[config.mk]
export PLATFORM = sky130hd
export DESIGN_NAME = branch_predictor
export DESIGN_NICKNAME = d
export VERILOG_FILES = /design/src/rtl/bp_pkg.sv /design/src/rtl/bp_table.sv /design/src/rtl/branch_predictor.sv
export SDC_FILE = /design/constraint.sdc
export NUM_CORES = 1
export LEC_CHECK = 0
export CAP_MARGIN = 10
export CELL_PAD_IN_SITES_DETAIL_PLACEMENT = 0
export CELL_PAD_IN_SITES_GLOBAL_PLACEMENT = 2
export CORE_ASPECT_RATIO = 1.1
export CORE_UTILIZATION = 30
export DETAILED_ROUTE_END_ITERATION = 12
export PLACE_DENSITY_LB_ADDON = 0.3
export RECOVER_POWER = 50
export SETUP_SLACK_MARGIN = 0.15
export SYNTH_ARGS = -nofsm -noshare
export SYNTH_HDL_FRONTEND = slang
export SYNTH_SLANG_ARGS = --single-unit
[constraint.sdc]
create_clock -name clk -period 5.2 [get_ports clk]
set_input_delay 0.78 -clock clk [delete_from_list [all_inputs] [get_ports clk]]
set_output_delay 0.78 -clock clk [all_outputs]
set_load 0.02 [all_outputs]
[src/rtl/bp_pkg.sv]
// -----------------------------------------------------------------------------
// bp_pkg
// Shared definitions for the branch predictor: default table geometry,
// 2-bit saturating counter encodings, performance counter ceiling and the
// counter update rule used by the table.
// -----------------------------------------------------------------------------
package bp_pkg;

   localparam int BP_INDEX_BITS = 4;   // log2 of table entries
   localparam int BP_TAG_BITS   = 8;   // stored PC tag width

   // 2-bit direction counter states
   localparam logic [1:0] CTR_SNT = 2'b00;  // strongly not-taken
   localparam logic [1:0] CTR_WNT = 2'b01;  // weakly not-taken (reset state)
   localparam logic [1:0] CTR_WT  = 2'b10;  // weakly taken (fresh allocation)
   localparam logic [1:0] CTR_ST  = 2'b11;  // strongly taken

   localparam logic [15:0] PERF_MAX = 16'hFFFF;

   // Saturating step of a direction counter towards the resolved outcome.
   function automatic logic [1:0] ctr_next(input logic [1:0] ctr, input logic taken);
      logic [1:0] nxt;
      nxt = ctr;
      if (taken) begin
         if (ctr != CTR_ST) nxt = ctr + 2'd1;
      end else begin
         if (ctr != CTR_SNT) nxt = ctr - 2'd1;
      end
      return nxt;
   endfunction

endpackage

[src/rtl/bp_table.sv]
// -----------------------------------------------------------------------------
// bp_table
// Direct-mapped predictor storage. Each entry holds valid, tag, 2-bit counter
// and 32-bit target. One asynchronous read port (fetch lookup) and one
// synchronous update port (decode resolution). The update port performs its
// own read-modify-write: a tag hit steps the counter (and refreshes the target
// when taken), a taken miss allocates the entry, a not-taken miss is dropped.
// Reads return pre-update contents; there is no write-to-read bypass.
//
// Ports
//   clk, reset         : clock, synchronous active-high reset (valid/counters)
//   i_rd_index         : fetch lookup index
//   o_rd_valid/tag/ctr/target : entry contents at i_rd_index
//   i_wr_en            : perform an update this cycle
//   i_wr_index/tag     : decode-stage index and tag of the resolved branch
//   i_wr_taken         : resolved direction
//   i_wr_target        : resolved target
// -----------------------------------------------------------------------------
module bp_table
   import bp_pkg::*;
#(
   parameter int INDEX_BITS = BP_INDEX_BITS,
   parameter int TAG_BITS   = BP_TAG_BITS
) (
   input  logic                  clk,
   input  logic                  reset,
   input  logic [INDEX_BITS-1:0] i_rd_index,
   output logic                  o_rd_valid,
   output logic [TAG_BITS-1:0]   o_rd_tag,
   output logic [1:0]            o_rd_ctr,
   output logic [31:0]           o_rd_target,
   input  logic                  i_wr_en,
   input  logic [INDEX_BITS-1:0] i_wr_index,
   input  logic [TAG_BITS-1:0]   i_wr_tag,
   input  logic                  i_wr_taken,
   input  logic [31:0]           i_wr_target
);

   localparam int ENTRIES = 1 << INDEX_BITS;

   logic                r_valid  [ENTRIES];
   logic [TAG_BITS-1:0] r_tag    [ENTRIES];
   logic [1:0]          r_ctr    [ENTRIES];
   logic [31:0]         r_target [ENTRIES];

   logic w_wr_hit;

   assign o_rd_valid  = r_valid[i_rd_index];
   assign o_rd_tag    = r_tag[i_rd_index];
   assign o_rd_ctr    = r_ctr[i_rd_index];
   assign o_rd_target = r_target[i_rd_index];

   // Hit is re-evaluated against current contents at update time, so an entry
   // replaced by an alias between fetch and decode is treated as a miss.
   assign w_wr_hit = r_valid[i_wr_index] & (r_tag[i_wr_index] == i_wr_tag);

   // Valid bits and counters: reset-cleared control state.
   always_ff @(posedge clk) begin
      if (reset) begin
         for (int i = 0; i < ENTRIES; i++) begin
            r_valid[i] <= 1'b0;
            r_ctr[i]   <= CTR_WNT;
         end
      end else if (i_wr_en) begin
         if (w_wr_hit) begin
            r_ctr[i_wr_index] <= ctr_next(r_ctr[i_wr_index], i_wr_taken);
         end else if (i_wr_taken) begin
            r_valid[i_wr_index] <= 1'b1;
            r_ctr[i_wr_index]   <= CTR_WT;
         end
      end
   end

   // Tags and targets are plain storage; they are only meaningful when valid,
   // so they carry no reset, but reset still blocks any same-cycle write.
   always_ff @(posedge clk) begin
      if (!reset && i_wr_en) begin
         if (i_wr_taken) begin
            r_target[i_wr_index] <= i_wr_target;
         end
         if (!w_wr_hit && i_wr_taken) begin
            r_tag[i_wr_index] <= i_wr_tag;
         end
      end
   end

endmodule

[src/rtl/branch_predictor.sv]
// -----------------------------------------------------------------------------
// branch_predictor
// Tagged, direct-mapped branch predictor with 2-bit counters and a target
// table. Fetch lookup is combinational; the prediction travels to decode in an
// F->D register, where it is compared against the resolved branch to flag a
// mispredict and to train the table. Two saturating performance counters
// track updates and mispredicted updates.
//
// Ports
//   clk, reset      : clock, synchronous active-high reset
//   PCF             : fetch PC
//   StallF          : fetch stall (prediction stays combinational; unused)
//   StallD, FlushD  : hold / clear the F->D prediction register (flush wins)
//   BranchD         : valid branch in decode
//   BranchTakenD    : resolved direction
//   BranchTargetD   : resolved target
//   PredictTakenF   : fetch redirect request
//   PredictTargetF  : predicted next PC
//   Prediction      : registered prediction of the decode instruction
//   MispredictD     : direction or target mismatch in decode
//   BranchCount     : number of table updates (saturating)
//   MispredictCount : number of mispredicted updates (saturating)
// -----------------------------------------------------------------------------
module branch_predictor
   import bp_pkg::*;
#(
   parameter int INDEX_BITS = BP_INDEX_BITS,
   parameter int TAG_BITS   = BP_TAG_BITS
) (
   input  logic        clk,
   input  logic        reset,
   input  logic [31:0] PCF,
   input  logic        StallF,
   input  logic        StallD,
   input  logic        FlushD,
   input  logic        BranchD,
   input  logic        BranchTakenD,
   input  logic [31:0] BranchTargetD,
   output logic        PredictTakenF,
   output logic [31:0] PredictTargetF,
   output logic        Prediction,
   output logic        MispredictD,
   output logic [15:0] BranchCount,
   output logic [15:0] MispredictCount
);

   logic [INDEX_BITS-1:0] w_f_index;
   logic [TAG_BITS-1:0]   w_f_tag;
   logic                  w_rd_valid;
   logic [TAG_BITS-1:0]   w_rd_tag;
   logic [1:0]            w_rd_ctr;
   logic [31:0]           w_rd_target;
   logic                  w_hit;
   logic                  w_update;
   logic                  w_unused;

   logic                  r_prediction;
   logic [31:0]           r_pred_target;
   logic [INDEX_BITS-1:0] r_d_index;
   logic [TAG_BITS-1:0]   r_d_tag;
   logic [15:0]           r_branch_cnt;
   logic [15:0]           r_mispredict_cnt;

   // Fetch stall does not gate the lookup; fetch simply re-presents its PC.
   assign w_unused = StallF;

   assign w_f_index = PCF[INDEX_BITS+1:2];
   assign w_f_tag   = PCF[INDEX_BITS+TAG_BITS+1:INDEX_BITS+2];

   bp_table #(
      .INDEX_BITS (INDEX_BITS),
      .TAG_BITS   (TAG_BITS)
   ) u_table (
      .clk         (clk),
      .reset       (reset),
      .i_rd_index  (w_f_index),
      .o_rd_valid  (w_rd_valid),
      .o_rd_tag    (w_rd_tag),
      .o_rd_ctr    (w_rd_ctr),
      .o_rd_target (w_rd_target),
      .i_wr_en     (w_update),
      .i_wr_index  (r_d_index),
      .i_wr_tag    (r_d_tag),
      .i_wr_taken  (BranchTakenD),
      .i_wr_target (BranchTargetD)
   );

   assign w_hit          = w_rd_valid & (w_rd_tag == w_f_tag);
   assign PredictTakenF  = w_hit & w_rd_ctr[1];
   assign PredictTargetF = PredictTakenF ? w_rd_target : (PCF + 32'd4);

   // A stalled decode instruction is re-presented next cycle, so it trains
   // the table only once, on the cycle it leaves decode.
   assign w_update = BranchD & ~StallD;

   // Taken-vs-taken with a different target is still a mispredict.
   assign MispredictD = BranchD & ((BranchTakenD ^ r_prediction) |
                        (r_prediction & BranchTakenD & (r_pred_target != BranchTargetD)));

   // F->D prediction register: flush beats stall.
   always_ff @(posedge clk) begin
      if (reset || FlushD) begin
         r_prediction  <= 1'b0;
         r_pred_target <= '0;
         r_d_index     <= '0;
         r_d_tag       <= '0;
      end else if (!StallD) begin
         r_prediction  <= PredictTakenF;
         r_pred_target <= PredictTargetF;
         r_d_index     <= w_f_index;
         r_d_tag       <= w_f_tag;
      end
   end

   always_ff @(posedge clk) begin
      if (reset) begin
         r_branch_cnt     <= '0;
         r_mispredict_cnt <= '0;
      end else if (w_update) begin
         if (r_branch_cnt != PERF_MAX) r_branch_cnt <= r_branch_cnt + 16'd1;
         if (MispredictD && (r_mispredict_cnt != PERF_MAX)) begin
            r_mispredict_cnt <= r_mispredict_cnt + 16'd1;
         end
      end
   end

   assign Prediction      = r_prediction;
   assign BranchCount     = r_branch_cnt;
   assign MispredictCount = r_mispredict_cnt;

endmodule

=== After elaboration in Yosys (flattened, before gate mapping) ===
Memories as Yosys holds them, arrays and structs flattened. A register that Yosys moved wholly into a read port is not among the register bits.
Index checks and enable logic that the tools add are counted.

* Memories: 4
* Logic and storage cells: 79
* Output and inout port bits: 67
* Register bits: 77
* RAM bits: 688
* Input bits: 71

* Eq/ne operators: 6
* Bitwise gates (word level): 11
* Mux-type cells: 36
* Add/sub/neg operators: 5
* Reductions and logical operators: 11

{| class="wikitable"
|+ Memory list
! memory !! words !! bits a word !! rd ports !! clocked after memory_dff !! wr ports !! RTL line !! RTL
|-
| u_table.r_target || 16 || 32 || 1 || 0 || 1 || bp_table.sv:44 || <nowiki>logic [31:0] r_target [ENTRIES];</nowiki>
|-
| u_table.r_tag || 16 || 8 || 2 || 1 || 1 || bp_table.sv:42 || <nowiki>logic [TAG_BITS-1:0] r_tag [ENTRIES];</nowiki>
|-
| u_table.r_ctr || 16 || 2 || 2 || 1 || 16 || bp_table.sv:43 || <nowiki>logic [1:0] r_ctr [ENTRIES];</nowiki>
|-
| u_table.r_valid || 16 || 1 || 2 || 1 || 16 || bp_table.sv:41 || <nowiki>logic r_valid [ENTRIES];</nowiki>
|}

{| class="wikitable"
|+ Operators with widths
! operator !! number
|-
| $add 16x1->16 const B || 2
|-
| $add 32x3->32 const B || 1
|-
| $mux 32 || 1
|-
| $mux 4 || 8
|-
| $ne 16x16->1 const B || 2
|-
| $ne 32x32->1 || 1
|-
| $mux 1 || 19
|-
| $eq 8x8->1 || 2
|-
| $mux 2 || 8
|-
| $and 1x1->1 || 7
|-
| $reduce_and 2->1 || 2
|-
| $logic_and 1x1->1 || 3
|-
| $add 2x1->2 const B || 1
|-
| $logic_not 1->1 || 2
|-
| $ne 2x2->1 const B || 1
|-
| $or 1x1->1 || 2
|-
| $reduce_bool 2->1 || 1
|-
| $reduce_or 2->1 || 1
|-
| $sub 2x1->2 const B || 1
|-
| $logic_or 1x1->1 || 1
|-
| $not 1->1 || 1
|-
| $reduce_or 1->1 || 1
|-
| $xor 1x1->1 || 1
|}

=== Longest topological paths before layout ===
* Depth after elaboration: 9
* Depth in mapped cells: 13
* Gate-level depth less buffers: 8

=== Hierarchy ===
From an unflattened synthesis, not the netlist that was laid out.

* Cells, all modules: 1848
* Area, all modules: 32832.7 µm²

{| class="wikitable"
|+ By module, submodules not included
! module !! cells an instance !! instances !! seq. area each (µm²) !! area an instance (µm²)
|-
| bp_table || 1273 || 1 || 20499.7 || 28125.7
|-
| branch_predictor || 575 || 1 || 1541.5 || 4707.0
|}

=== Least setup slack after synthesis ===
OpenSTA, ideal clock, no wires.

* Path kind: input port to output port
* Start point: input port PCF[2]
* End point: output port PredictTargetF[31]
* Path buffers: 3
* Arrival time: 3.291 ns
* Data required time: 4.420 ns
* Slack: 1.129 ns
* Cell stages on the path: 10
* Cells stage by stage: buf_4 buf_2 mux4_2 mux2i_1 xnor2_1 nor3_1 o211ai_1 nor3_2 buf_2 mux2_1

* Longest elaborated chain between the ends: 5
* Elaborated cells on any way between the ends: 9
* Those cells by class: add/sub: 1; eq/ne: 1; mux: 1; bitwise: 2; memory: 4

{| class="wikitable"
|+ Ends and longest elaborated chain
! element !! RTL line !! RTL
|-
| from (decl) || branch_predictor.sv:32 || <nowiki>input logic [31:0] PCF,</nowiki>
|-
| $mem_v2 16x8 || - ||
|-
| $eq 8x8->1 || branch_predictor.sv:88 || <nowiki>assign w_hit = w_rd_valid & (w_rd_tag == w_f_tag);</nowiki>
|-
| $and 1x1->1 || branch_predictor.sv:88 ||
|-
| $and 1x1->1 || branch_predictor.sv:89 || <nowiki>assign PredictTakenF = w_hit & w_rd_ctr[1];</nowiki>
|-
| $mux 32 * || branch_predictor.sv:90 || <nowiki>assign PredictTargetF = PredictTakenF ? w_rd_target : (PCF + 32'd4);</nowiki>
|-
| to (decl) || branch_predictor.sv:40 || <nowiki>output logic [31:0] PredictTargetF,</nowiki>
|}

Mark *: on every way between the ends. The rest lies on a longest branch, timed or not.

=== Worst setup path in the final report ===
* Start point: input port PCF[5]
* End point: output port PredictTargetF[30]

The elaborated chain is that of the path after synthesis.

==> results.md <==
- Post-route DRC: 0
- Detailed Route Iter0 Violations: 1745
- Initial antenna violation count: 7
- Fin. Hold Viols: 0
- Starting Density: 30.3%
- Avg WL per Cell: 27.7 um
- R2r setup slk: 1.32 ns
- Fin Setup TNS: 0 ns
- Synth warnings: 0
- NumNets Final: 2192
- Final ANT Viol Nets: 0
- Psw: 0.00305 W
- Reg-to-reg endpoint: u_table.r_ctr[11][0]
- Max transition margin: -14.1%
- GRT Residual Overflow: 0
- #FFs+latches synth: 769
- Total CTS buffers: 84
- CTS tree: built
- Ports: 138
- Slew Viols, Final: 19
- RSZ-0062 raised after global routing: no
- Port-buffer cells: 136
- Max cap viols: 1
- Critical Path Source Type: input port
- Full die area: 112000 sq um
- First-pass GRT wire length: 142 mm
- # setup viols final: 0
- Core box area: 109000 sq um
- Clk pin slew, worst setup/hold paths: 0.06 ns
- Max Clock Freq: 202 MHz
- Hold Path Class: flip-flop to flip-flop
- P&R area growth vs syn: 19.3%
- Final Wtd Congestion: 0.807
- Via-per-instance ratio: 5.26
- Sequential-to-total area share from yosys stat: 66.9%
- Most common cell after layout, fill and taps aside: edfxtp_1
- Die W: 319 um
- Largest net degree at the start of global routing: 91
- Most frequent cells in the layout: 672 x edfxtp_1, 243 x mux4_2, 105 x nand2_1, 95 x dfxtp_1, 86 x buf_4
- WP data arrival: 4.18 ns
- Clock power frac: 43.7%
- Max Root-Sink Buffers: 3
- Yosys top cell area share: 61.0%
- CP Max Fanout: 18
- Multi-input gate area: 10400 sq um
- Syn Std Cell Area: 33100 sq um
- Final wirelength: 99.9 mm
- Clock skew: 0.0479 ns
- Reg power frac: 50.0%
- Reg2Reg Depth: 7
- Routed vias: 19000
- Critical Setup Path Class: input port to output port
- Worst skew pair latency: 0.65 ns
- Syn nets: 1975
- Crit path launch: PCF[5]
- Run status: complete, but fails checks
- Switching portion of total power: 22.6%
- Synth Area per Inst: 17.4 sq um
- Number of flops mapped to enable cells by yosys: 672
- Final hold slack: 0.491 ns
- Synth unique cells: 52
- Root buffer cell: clkbuf_16
- Crit path to: PredictTargetF[30]
- Hold-critical path depth: 2
- H-tree depth: 3
- Worst setup EP type: output port
- GRT Total Usage: 17.8%
- Measured slew at the worst slew-check pin: 1.71 ns
- Ys async rst share: 0%
- Tcrit/Tclk final: 95.4%
- Top FF cell, synth: edfxtp_1
- Post-Syn Instances: 1900
- Share of cells above drive strength 1: 24.4%
- Clock sinks: 769
- Ranking of synthesized cells by area: edfxtp_1 61%, mux4_2 17%, dfxtp_1 5.9%
- Floorplan die height: 350 um
- Filler Cell Count: 10100
- DPL Wire Length: 63.3 mm
- Comb power frac: 6.3%
- Pint: 0.0105 W
- Drt pass-1 iters: 5
- Cell accounting for the most synthesized area: edfxtp_1
- Min Tclk post-route: 4.96 ns
- Worst VDD drop: 263 uV
- P per Cell Area: 342 nW/um^2
- Register area: 22100 sq um
- Failing checks: max-capacitance violations, max-slew violations
- Static Leak: 12.8 nW
- Hold path startpoint: u_table.r_valid[14]
- Critical Path RT: 4.42 ns
- Core Rows: 127
- Vias in the first global route: 19300
sequential cells by signal (all words and copies together), names as in the netlist, named ones only:
| register | cells |
|---|---|
| Prediction | 1 |
| u_table.r_tag | 128 |
| r_pred_target | 32 |
| u_table.r_valid | 16 |
| MispredictCount | 16 |
| r_d_index | 4 |
| u_table.r_target | 512 |
| BranchCount | 16 |
| r_d_tag | 8 |
| u_table.r_ctr | 32 |
layout make-up:
cell class,count,share of cell area [%]
Clock buffer,106,5.64
Timing Repair Buffer,257,5.93
Multi-Input combinational cell,980,26.4
Clock inverter,47,1.24
Antenna cell,3,0.0190
Tap cell,1419,4.50
Inverter,25,0.241
Sequential cell,769,56.1
critical path, stage by stage:
cell	delay [ns]
clkdlybuf4s50_1	0.51
buf_12	0.18
mux4_2	0.34
a22oi_1	0.24
a31o_2	0.18
o211ai_1	0.16
or2_2	0.36
nor3_4	0.24
buf_12	0.18
mux2_2	0.42
clkdlybuf4s50_1	0.56
layer usage:
metal	global-route usage (%)	share of wire (%)	vias to the layer above
met5	0	0.057	-
met4	4.70	2.0	8
met3	3.93	6.5	127
met2	29.6	49	613
met1	23.6	43	10100
li1	-	-	8114
per-stage QoR:
step | power (W) | worst slack, ns | area (sq um) | instances | util, %
floorplan | 0.00735 | 1.13 | 33100 | 1900 | -
global route | 0.0139 | 0.156 | 39500 | 3603 | 36.1
detailed placement | 0.00777 | 0.0615 | 36800 | 3449 | 33.8
global placement | 0.00776 | 0.0811 | 36800 | 3449 | 33.8
finish | 0.0135 | 0.241 | 39500 | 3606 | 36.2
CTS | 0.0137 | 0.154 | 39600 | 3603 | 36.2
kinds of logic (layout without fill, tap and decap cells):
group	after synthesis	count (layout)	synth area share [%]
AOI/OAI and AO/OA	150	150	3.07
xor gates and xnor gates	85	85	2.25
adders and majority gates	4	4	0.151
and+or+nand+nor	409	409	6.27
buffers and inverters	151	435	1.97
DFF	769	769	66.9
muxes	332	332	19.4
other	0	3	0
power by group through the flow:
stage | clock (W) | combinational (W) | sequential (W)
floorplan | 0 | 0.000475 | 0.00687
global placement | 0 | 0.000873 | 0.00688
detailed placement | 0 | 0.000881 | 0.00689
CTS | 0.00605 | 0.000879 | 0.00676
global route | 0.00627 | 0.000909 | 0.00676
finish | 0.00590 | 0.000856 | 0.00676
repair_timing:
item,CTS,global route
setup buffers,1,0
hold buffers,0,0
resized for setup,18,17
hold endpoints to repair,0,0
pin swaps,1,0
setup endpoints to repair,29,18
worst min-delay path by stage:
stage	endpoint	slack (ns)
6_report	u_table.r_valid[14]	0.49
5_1_grt	u_table.r_valid[8]	0.51
4_1_cts	u_table.r_valid[14]	0.49
3_5_place_dp	u_table.r_valid[14]	0.48
3_3_place_gp	u_table.r_valid[13]	0.48
2_1_floorplan	u_table.r_valid[12]	0.46
synthesized netlist by cell type, drive strengths merged (4+ instances only):
| cell type | n |
|---|---|
| mux2i | 45 |
| nor2 | 92 |
| edfxtp | 672 |
| o21ai | 9 |
| nand4 | 26 |
| mux2 | 44 |
| inv | 23 |
| dfxtp | 97 |
| o21bai | 32 |
| mux4 | 243 |
| clkbuf | 61 |
| nand2b | 5 |
| a31oi | 6 |
| nor4 | 15 |
| xnor2 | 60 |
| xor2 | 25 |
| or2 | 4 |
| and2 | 4 |
| and4 | 10 |
| and3 | 15 |
| nand2 | 105 |
| o22ai | 18 |
| o31ai | 8 |
| buf | 65 |
| o211ai | 33 |
| a21oi | 30 |
| ha | 4 |
| nor2b | 22 |
| nand3 | 64 |
| nor3 | 9 |
| or4 | 32 |
(Power assumes the default switching activity.)
